<file path="config.mk">
export PLATFORM = sky130hd
export DESIGN_NAME = gbc_oam_dma_flat
export DESIGN_NICKNAME = d
export VERILOG_FILES = /design/src/rtl/gbc_video_pkg.sv /design/src/rtl/gbc_oam_dma_if.sv /design/src/rtl/gbc_oam_dma.sv /design/src/flat_wrapper.sv
export SDC_FILE = /design/constraint.sdc
export NUM_CORES = 1
export LEC_CHECK = 0
export ABC_AREA = 1
export BUFFER_PORTS_ARGS = -buffer_cell sky130_fd_sc_hd__buf_2
export CAP_MARGIN = 10
export CELL_PAD_IN_SITES_DETAIL_PLACEMENT = 1
export CELL_PAD_IN_SITES_GLOBAL_PLACEMENT = 1
export CORE_UTILIZATION = 41
export CTS_BUF_LIST = sky130_fd_sc_hd__clkbuf_4 sky130_fd_sc_hd__clkbuf_8
export DETAILED_ROUTE_END_ITERATION = 10
export GPL_ROUTABILITY_DRIVEN = 0
export MAX_ROUTING_LAYER = met4
export PLACE_DENSITY_LB_ADDON = 0.1
export REMOVE_ABC_BUFFERS = 1
export SLEW_MARGIN = 20
export SYNTH_ARGS = -nofsm -noshare
export SYNTH_HDL_FRONTEND = slang
export SYNTH_SLANG_ARGS = --single-unit
</file>
<file path="constraint.sdc">
create_clock -name CLK -period 1.4 [get_ports CLK]
set_input_delay 0.07 -clock CLK [delete_from_list [all_inputs] [get_ports CLK]]
set_output_delay 0.07 -clock CLK [all_outputs]
set_load 0.02 [all_outputs]
</file>
<file path="src/rtl/gbc_video_pkg.sv">
// Shared GBC video types: OAM DMA state encoding, register/OAM constants
// and the echo-RAM source page remap (GBC_OAM_DMA_ECHO_EN).
package gbc_video_pkg;

  typedef enum logic [2:0] {
    IDLE,
    ARM,
    READ,
    WRITE,
    WAIT
  } oam_dma_state_t;

  localparam logic [7:0]  OAM_DMA_REG_ADDR = 8'h46;
  localparam logic [15:0] OAM_BASE         = 16'hFE00;

  // Pages $E0-$FF alias work RAM at page-$20 when echo is enabled.
  function automatic logic [7:0] oam_dma_src_page(
    input logic [7:0] page
  );
`ifdef GBC_OAM_DMA_ECHO_EN
    if (page >= 8'hE0)
      return page - 8'h20;
    else
      return page;
`else
    return page;
`endif
  endfunction

endpackage

</file>
<file path="src/rtl/gbc_oam_dma_if.sv">
// OAM DMA bus bundle: Wishbone source read (SrcCyc/SrcStb/SrcAdr/SrcAck/
// SrcDat) and OAM write port (OamWe/OamAdr/OamDat). master = DMA engine.
interface gbc_oam_dma_if;

  logic        SrcCyc;
  logic        SrcStb;
  logic [15:0] SrcAdr;
  logic        SrcAck;
  logic [7:0]  SrcDat;
  logic        OamWe;
  logic [7:0]  OamAdr;
  logic [7:0]  OamDat;

  modport master (
    output SrcCyc, SrcStb, SrcAdr,
    output OamWe, OamAdr, OamDat,
    input  SrcAck, SrcDat
  );

  modport slave (
    input  SrcCyc, SrcStb, SrcAdr,
    input  OamWe, OamAdr, OamDat,
    output SrcAck, SrcDat
  );

endinterface

</file>
<file path="src/rtl/gbc_oam_dma.sv">
// OAM DMA engine: $FF46 write copies page XX00-XX9F into OAM, one byte per
// ClkEn. Ports: CLK, RST (async low), ClkEn, RegWe/RegWData/RegRData,
// DmaActive, bus (gbc_oam_dma_if.master). Option: GBC_OAM_DMA_ECHO_EN.
module gbc_oam_dma
  import gbc_video_pkg::*;
#(
  parameter int OAM_BYTES   = 160,
  parameter int START_DELAY = 1
) (
  input  logic          CLK,
  input  logic          RST,
  input  logic          ClkEn,
  input  logic          RegWe,
  input  logic [7:0]    RegWData,
  output logic [7:0]    RegRData,
  output logic          DmaActive,
  gbc_oam_dma_if.master bus
);

  localparam logic [7:0] IDX_LAST = 8'(OAM_BYTES - 1);
  localparam logic [7:0] DLY_LAST = 8'(START_DELAY - 1);

  oam_dma_state_t state;

  logic [7:0]  page;
  logic [7:0]  idx;
  logic [7:0]  dly;
  logic        cyc;
  logic [15:0] adr;
  logic        we;
  logic [7:0]  oadr;
  logic [7:0]  odat;
  logic        act;

  assign bus.SrcCyc = cyc;
  assign bus.SrcStb = cyc;
  assign bus.SrcAdr = adr;
  assign bus.OamWe  = we;
  assign bus.OamAdr = oadr;
  assign bus.OamDat = odat;
  assign RegRData   = page;
  assign DmaActive  = act;

  always_ff @(posedge CLK or negedge RST) begin
    if (!RST) begin
      state <= IDLE;
      page  <= '0;
      idx   <= '0;
      dly   <= '0;
      cyc   <= 1'b0;
      adr   <= '0;
      we    <= 1'b0;
      oadr  <= '0;
      odat  <= '0;
      act   <= 1'b0;
    end else begin
      we <= 1'b0;
      // A register write wins over everything: it drops any read in
      // flight (late ack falls on a non-READ state) and rearms.
      if (RegWe) begin
        page  <= RegWData;
        idx   <= '0;
        dly   <= '0;
        cyc   <= 1'b0;
        act   <= 1'b1;
        state <= ARM;
      end else begin
        unique case (state)
          IDLE: ;
          ARM: begin
            if (ClkEn) begin
              if (dly == DLY_LAST) begin
                cyc   <= 1'b1;
                adr   <= {oam_dma_src_page(page), idx};
                state <= READ;
              end else begin
                dly <= dly + 8'd1;
              end
            end
          end
          READ: begin
            if (bus.SrcAck) begin
              cyc   <= 1'b0;
              we    <= 1'b1;
              oadr  <= idx;
              odat  <= bus.SrcDat;
              state <= WRITE;
            end
          end
          WRITE: begin
            if (idx == IDX_LAST) begin
              act   <= 1'b0;
              state <= IDLE;
            end else begin
              idx   <= idx + 8'd1;
              state <= WAIT;
            end
          end
          WAIT: begin
            if (ClkEn) begin
              cyc   <= 1'b1;
              adr   <= {oam_dma_src_page(page), idx};
              state <= READ;
            end
          end
          default: state <= IDLE;
        endcase
      end
    end
  end

endmodule

</file>
<file path="src/flat_wrapper.sv">
// flat-port wrapper written by rule: the top's interface ports become plain ports
module gbc_oam_dma_flat import gbc_video_pkg::*;
#(
  parameter int OAM_BYTES   = 160,
  parameter int START_DELAY = 1
)
  (CLK, RST, ClkEn, RegWe, RegWData, RegRData, DmaActive, bus_SrcCyc, bus_SrcStb, bus_SrcAdr, bus_OamWe, bus_OamAdr, bus_OamDat, bus_SrcAck, bus_SrcDat);
  gbc_oam_dma_if bus_i ();
  input  logic CLK;
  input  logic RST;
  input  logic ClkEn;
  input  logic RegWe;
  input  logic [7:0] RegWData;
  output logic [7:0] RegRData;
  output logic DmaActive;
  output wire logic [$bits(bus_i.SrcCyc)-1:0] bus_SrcCyc;
  output wire logic [$bits(bus_i.SrcStb)-1:0] bus_SrcStb;
  output wire logic [$bits(bus_i.SrcAdr)-1:0] bus_SrcAdr;
  output wire logic [$bits(bus_i.OamWe)-1:0] bus_OamWe;
  output wire logic [$bits(bus_i.OamAdr)-1:0] bus_OamAdr;
  output wire logic [$bits(bus_i.OamDat)-1:0] bus_OamDat;
  input wire logic [$bits(bus_i.SrcAck)-1:0] bus_SrcAck;
  input wire logic [$bits(bus_i.SrcDat)-1:0] bus_SrcDat;
  assign bus_SrcCyc = bus_i.SrcCyc;
  assign bus_SrcStb = bus_i.SrcStb;
  assign bus_SrcAdr = bus_i.SrcAdr;
  assign bus_OamWe = bus_i.OamWe;
  assign bus_OamAdr = bus_i.OamAdr;
  assign bus_OamDat = bus_i.OamDat;
  assign bus_i.SrcAck = bus_SrcAck;
  assign bus_i.SrcDat = bus_SrcDat;
  gbc_oam_dma #(.OAM_BYTES(OAM_BYTES), .START_DELAY(START_DELAY)) u_core (.CLK(CLK), .RST(RST), .ClkEn(ClkEn), .RegWe(RegWe), .RegWData(RegWData), .RegRData(RegRData), .DmaActive(DmaActive), .bus(bus_i));
endmodule
</file>
==> flow_summary.ini, run 1 <==
[status]
status = finished, violations left
violations = setup timing

[cts]
cts_max_path_buffers = 2
htreeDepth = 3
clk_pin_slew_worst_paths_ns = 0.07
cts_root_buf = clkbuf_8
cts.sink_count = 62
clk_latency_ns = 0.34
cts_tree = yes
cts_made_buffers = 9

[yosys]
synth.avg_cell_area_sq_um = 8.63
synthDistinctLibCells = 30
ys_seq_elements = 62
syn_area_sq_um = 2920
synth.yosys.seq_area_share_pct = 53.2
syn_inst = 338
synth_warnings = 0

[global_routing]
grt_first_pass_wirelength_mm = 13.0
grt.overflow.total = 0
grt_pass1_vias = 2795
grt_antenna_before_repair = 0
grt_start_max_net_pins = 63
track_usage_pct = 23.3

[worst_setup_path]
slowest_delay_ns = 0.45
crit_family = simple AND/OR/NAND/NOR gates
arrival_ns = 1.63
cp.required_ns = 1.62
worstPathCellList = nor2_2 -> nand2_1 -> nand2_2 -> nand2_2 -> nor2_4 -> nand2_4 -> buf_12 -> nand2_2 -> o21ai_2
critPathBufInv = 1
critPathMostFrequentCell = nand2_2
cp-start-kind = flop
critPathMaxFanout = 19
endpoint_kind = flop
critical_path_class = flop to flop
cpMaxStageDelayCell = dfrtp_2

[layout]
syn_to_final_growth_pct = 39.7
drive_gt1_share_pct = 38.9
nets = 476
final_cell_count_no_fill = 553
num_antenna_cells = 0
num-fill-cells = 842
design_area_sq_um = 4080

[timing]
tightest_slew_ns = 0.349
finalMaxSlewViolations = 0
rsz0062_at_grt = yes
min_period_over_period_pct = 101
setup_ws_ns = -0.0116
max_slew_margin_pct = 76.8
setup_viol = 2
hold_viol_final = 0
max_clock_freq_mhz = 708
period_needed_ns = 1.41
clock_skew_ns = 0.0111

[die]
initial_core_util_pct = 42.7
die_w_microns = 86.4
ios = 65
core_sq_um = 6830
row_count = 30
die_area_sq_um = 7460
die_h_microns = 86.4

[drt]
first_pass_iters = 4
vias = 2686
via_per_inst = 4.86
drc = 0
ant_nets = 0
drt-wirelength-per-cell_microns = 14.7
drt_iter0_markers = 70
wl_mm = 8.12

[placed_design]
port_buffers = 64
dp_cells = 511
hpwl_mm = 5.17
dp_slack_ns = -0.116
dpl-instance-area_sq_um = 3510

[power]
ir_drop_mv = 0.510
p_leak_nw = 2.16
power_density_nw_per_um2 = 1430

[worst_hold_path]
hp-class = input port to flop

[flow_run]
cap_violations = 0
through the flow:
stage | hold slack (ns) | TNS [ns] | util, % | total power [mW]
2_1_floorplan | -0.226 | 0 | - | 3.39
4_1_cts | 0.110 | 0 | 57.8 | 5.74
3_3_place_gp | 0.109 | -0.166 | 51.4 | 4.00
3_5_place_dp | 0.113 | -1.49 | 51.4 | 4.06
5_1_grt | 0.126 | -2.06 | 59.7 | 6.14
6_report | 0.123 | -0.0159 | 59.7 | 5.83
per-layer routing:
metal | GRT usage [%] | up-vias | routed length [microns]
met5 | - | - | 0
met4 | 6.82 | 0 | 91
met3 | 6.10 | 9 | 336
met2 | 40.2 | 56 | 4120
met1 | 26.8 | 1320 | 3570
li1 | - | 1301 | -
path summary, 6_finish.rpt:
check                                           from                     to  slack [ns]  cells after the start
worst max-delay path                 u_core.state[1]  u_core.bus.SrcAdr[15]       -0.01                      9
worst min-delay path                      bus_SrcAck        u_core.state[1]        0.12                      4
worst max register to register       u_core.state[1]  u_core.bus.SrcAdr[15]       -0.01                      9
worst min register to register  u_core.bus.SrcAdr[1]   u_core.bus.SrcAdr[1]        0.48                      2
max in group asynchronous                        RST       u_core.DmaActive        0.84                      3
min in group asynchronous                        RST  u_core.bus.SrcAdr[14]        0.26                      3
state kept, by name, indices dropped and copies added (netlist names):
name	flops
u_core.bus.OamWe	1
u_core.state	3
u_core.dly	8
u_core.bus.OamDat	8
u_core.bus.SrcCyc	1
u_core.idx	8
u_core.RegRData	8
u_core.DmaActive	1
u_core.bus.OamAdr	8
u_core.bus.SrcAdr	16
repair_timing:
item / CTS / global route
pin swaps: 7 / 13
setup endpoints to repair: 45 / 48
hold buffers: 17 / 0
endpoints found under the hold margin: 78 / 0
setup buffers: 1 / 7
cloned: 1 / 0
resized for setup: 20 / 23
cells in the mapped netlist:
master,instances,area (sq um)
buf_4,3,22.5
inv_6,1,8.76
buf_6,3,33.8
dfrtp_1,62,1550
o21ai_1,1,5.00
nor2_2,1,6.26
nand2_4,1,11.3
o21bai_1,1,7.51
nand3_4,1,17.5
a21oi_1,4,20.0
nor2_1,27,101
nand4_1,1,6.26
nand3_1,27,135
inv_1,31,116
a21o_1,1,7.51
ha_1,3,37.5
a21oi_4,1,16.3
clkbuf_1,2,7.51
o21ai_2,16,140
nand3_2,1,10.0
o21ai_0,24,120
o21bai_4,1,18.8
nand2_1,107,402
nand2_2,7,43.8
inv_2,2,7.51
nor3_1,2,10.0
buf_1,1,3.75
xor2_1,2,17.5
nor2_4,2,22.5
buf_2,2,10.0
power breakdown:
part / internal, mW / switching [mW] / total, mW
clock: 0.838 / 0.715 / 1.55
sequential: 2.11 / 0.236 / 2.35
combinational: 0.741 / 1.19 / 1.93
total: 3.69 / 2.14 / 5.83
final cells by class:
type / count / area (sq um) / area share, %
Multi-Input combinational cell: 232 / 1280 / 31.3
Sequential cell: 62 / 1550 / 38.1
Timing Repair Buffer: 113 / 793 / 19.5
Clock inverter: 6 / 61.3 / 1.50
Inverter: 34 / 138 / 3.38
Tap cell: 96 / 120 / 2.95
Clock buffer: 10 / 131 / 3.22
cells by family (layout without fill, tap and decap cells):
logic type / Yosys count / after routing / share of synthesized area [%]
AO/OA/AOI/OAI: 49 / 49 / 11.5
XOR/XNOR: 2 / 2 / 0.600
adder cells (fa/ha/maj): 3 / 3 / 1.29
buffers and inverters: 45 / 163 / 7.20
flip-flops: 62 / 62 / 53.2
AND/OR/NAND/NOR: 177 / 178 / 26.2
worst register-to-register path: stages, from the launching register on:
cell and delay [ns]:
dfrtp_2 0.45, nor2_2 0.15, nand2_1 0.07, nand2_2 0.08, nand2_2 0.07, nor2_4 0.10
nand2_4 0.07, buf_12 0.17, nand2_2 0.08, o21ai_2 0.05
cell usage in the layout (no fill, tap or decap), types with 7 or more instances in the layout:
cell | synthesis | routed
nand2_1 | 107 | 93
buf_2 | 2 | 64
dfrtp_1 | 62 | 60
inv_1 | 31 | 28
buf_4 | 3 | 27
nand3_1 | 27 | 26
o21ai_0 | 24 | 21
nor2_1 | 27 | 20
nand2_2 | 7 | 17
o21ai_2 | 16 | 17
dlygate4sd3_1 | 0 | 17
clkbuf_8 | 0 | 9
nor2_2 | 1 | 7
No activity file was read; power rests on OpenSTA's default activity.
==> inputs of run 2 (changes only) <==
--- a/config.mk
+++ b/config.mk
@@ -10,6 +10,7 @@
 export CAP_MARGIN = 10
 export CELL_PAD_IN_SITES_DETAIL_PLACEMENT = 1
 export CELL_PAD_IN_SITES_GLOBAL_PLACEMENT = 1
+export CORE_ASPECT_RATIO = 1.1
 export CORE_UTILIZATION = 41
 export CTS_BUF_LIST = sky130_fd_sc_hd__clkbuf_4 sky130_fd_sc_hd__clkbuf_8
 export DETAILED_ROUTE_END_ITERATION = 10
==> run 2 against run 1 <==
The flow still finishes with violations (setup timing); die area about the same; first-iteration DRC count increased by 27%; cell area increased by 0.61%.
==> flow_summary.ini, run 2 (same netlist as run 1, synthesis figures left out) <==
[die]
initial_core_util_pct = 43.2
die_w_microns = 82.4
core_sq_um = 6750
ios = 65
die_h_microns = 90.5
row_count = 31
die_area_sq_um = 7460

[worst_setup_path]
worstPathCellList = ha_4 -> nand2_4 -> nor2_4 -> nand2_4 -> a21oi_4 -> nand2_1 -> o21ai_1
endpoint_kind = flop
slowest_delay_ns = 0.41
critical_path_class = flop to flop
arrival_ns = 1.70
critPathMaxFanout = 8
cpMaxStageDelayCell = dfrtp_1
critPathMostFrequentCell = nand2_4
crit_family = flip-flops
cp.required_ns = 1.66
critPathBufInv = 0
cp-start-kind = flop

[cts]
cts_max_path_buffers = 2
cts_root_buf = clkbuf_8
cts_made_buffers = 9
clk_pin_slew_worst_paths_ns = 0.07
cts_tree = yes
htreeDepth = 3
cts.sink_count = 62
clk_latency_ns = 0.35

[power]
seq_power_share_pct = 37.6
power_density_nw_per_um2 = 1510
p_total_mw = 6.20
clkPwrFrac_pct = 30.4
p_int_mw = 4.00
p_leak_nw = 2.17
ir_drop_mv = 0.753
comb_power_share_pct = 32.0
swShare_pct = 35.5
switchingPower_mw = 2.20

[layout]
final_common_cell = nand2_1
fin_util_pct = 60.8
multiInputGateArea_sq_um = 1310
drive_gt1_share_pct = 38.7
num-fill-cells = 812
final_cell_mix = nand2_1, buf_2, dfrtp_1
num_antenna_cells = 0
nets = 474
regArea_sq_um = 1560
largest_reg_flops = 16
syn_to_final_growth_pct = 40.5

[global_routing]
grt_pass1_vias = 2737
grt_start_max_net_pins = 63
track_usage_pct = 23.9
grt.overflow.total = 0
grt_antenna_before_repair = 0
grt_first_pass_wirelength_mm = 13.0

[status]
violations = setup timing
status = finished, violations left

[drt]
drt_iter0_markers = 89
vias = 2682
wl_mm = 8.55
route.met2.wl_mm = 4.40
via_per_inst = 4.99
met1Wirelength_mm = 3.66
drc = 0
drt-wirelength-per-cell_microns = 15.9
highest_layer = met4
first_pass_iters = 4
ant_nets = 0
dr_wl_met3_microns = 366

[timing]
tns_ns = -0.0393
fin_hold_ws_ns = 0.0191
max_slew_margin_pct = 76.9
min_period_over_period_pct = 103
max_clock_freq_mhz = 695
rsz0062_at_grt = yes
finalMaxSlewViolations = 0
setup_ws_ns = -0.0393
period_needed_ns = 1.44
setup_viol = 1
hold_viol_final = 0
tightest_slew_ns = 0.346
clock_skew_ns = 0.0116

[worst_hold_path]
hp-class = input port to flop

[placed_design]
hpwl_mm = 5.04
port_buffers = 64

[flow_run]
cap_violations = 0
run 2: cell types whose count changed in the layout (fill, tap and decap cells not counted), sizes merged:
cell / previous run / this run
clkbuf: 10 / 12
bufinv: 1 / 2
clkinv: 3 / 0
buf: 96 / 94
dlygate4sd3: 17 / 16
nand3: 30 / 31
run 2: final timing paths:
kind	slack, ns	end	cells after the start	start
min in group asynchronous	0.25	u_core.RegRData[1]	3	RST
max in group asynchronous	0.84	u_core.state[2]	3	RST
min	0.02	u_core.RegRData[6]	3	RegWData[6]
max reg2reg	-0.04	u_core.idx[0]	7	u_core.idx[1]
min reg2reg	0.48	u_core.bus.SrcAdr[15]	2	u_core.bus.SrcAdr[15]
max	-0.04	u_core.idx[0]	7	u_core.idx[1]
run 2: repair_timing:
action / CTS / global route
endpoints found under the setup margin: 40 / 51
resized for setup: 15 / 33
hold endpoints to repair: 77 / 0
setup buffers: 2 / 5
hold buffers: 16 / 0
pin swaps: 5 / 16
cloned: 0 / 2
run 2: through the flow:
step	instances	cell area [sq um]	setup WS, ns
after floorplan	327	2840	0.0131
after CTS	530	3930	0.00226
after detailed placement	496	3470	-0.0850
after global placement	496	3470	-0.0265
final	537	4100	-0.0393
after global routing	537	4100	-0.106
run 2: worst reg2reg max path: stages, from the launching register on:
cell	delay (ns)
dfrtp_1	0.41
ha_4	0.18
nand2_4	0.07
nor2_4	0.15
nand2_4	0.08
a21oi_4	0.26
nand2_1	0.11
o21ai_1	0.11
run 2: final cells by class:
type	instances	area share (%)
multi-input combinational	233	32.0
inverter	34	3.42
clock buffer	12	4.03
sequential	62	37.9
tap	82	2.50
clock inverter	4	1.86
timing repair buffer	110	18.2
run 2: routing by layer:
| metal | global-route usage [%] | up-vias |
|---|---|---|
| met5 | - | - |
| met4 | 6.14 | 0 |
| met3 | 5.96 | 13 |
| met2 | 39.7 | 59 |
| met1 | 28.5 | 1306 |
| li1 | - | 1304 |
run 2: power groups by stage:
stage / Sequential [mW] / Combinational [mW] / Clock (mW)
after CTS: 2.32 / 1.87 / 1.91
after global placement: 2.33 / 1.70 / 0
after global routing: 2.38 / 2.18 / 1.99
after detailed placement: 2.34 / 1.74 / 0
after floorplan: 2.69 / 0.697 / 0
final: 2.34 / 1.98 / 1.89
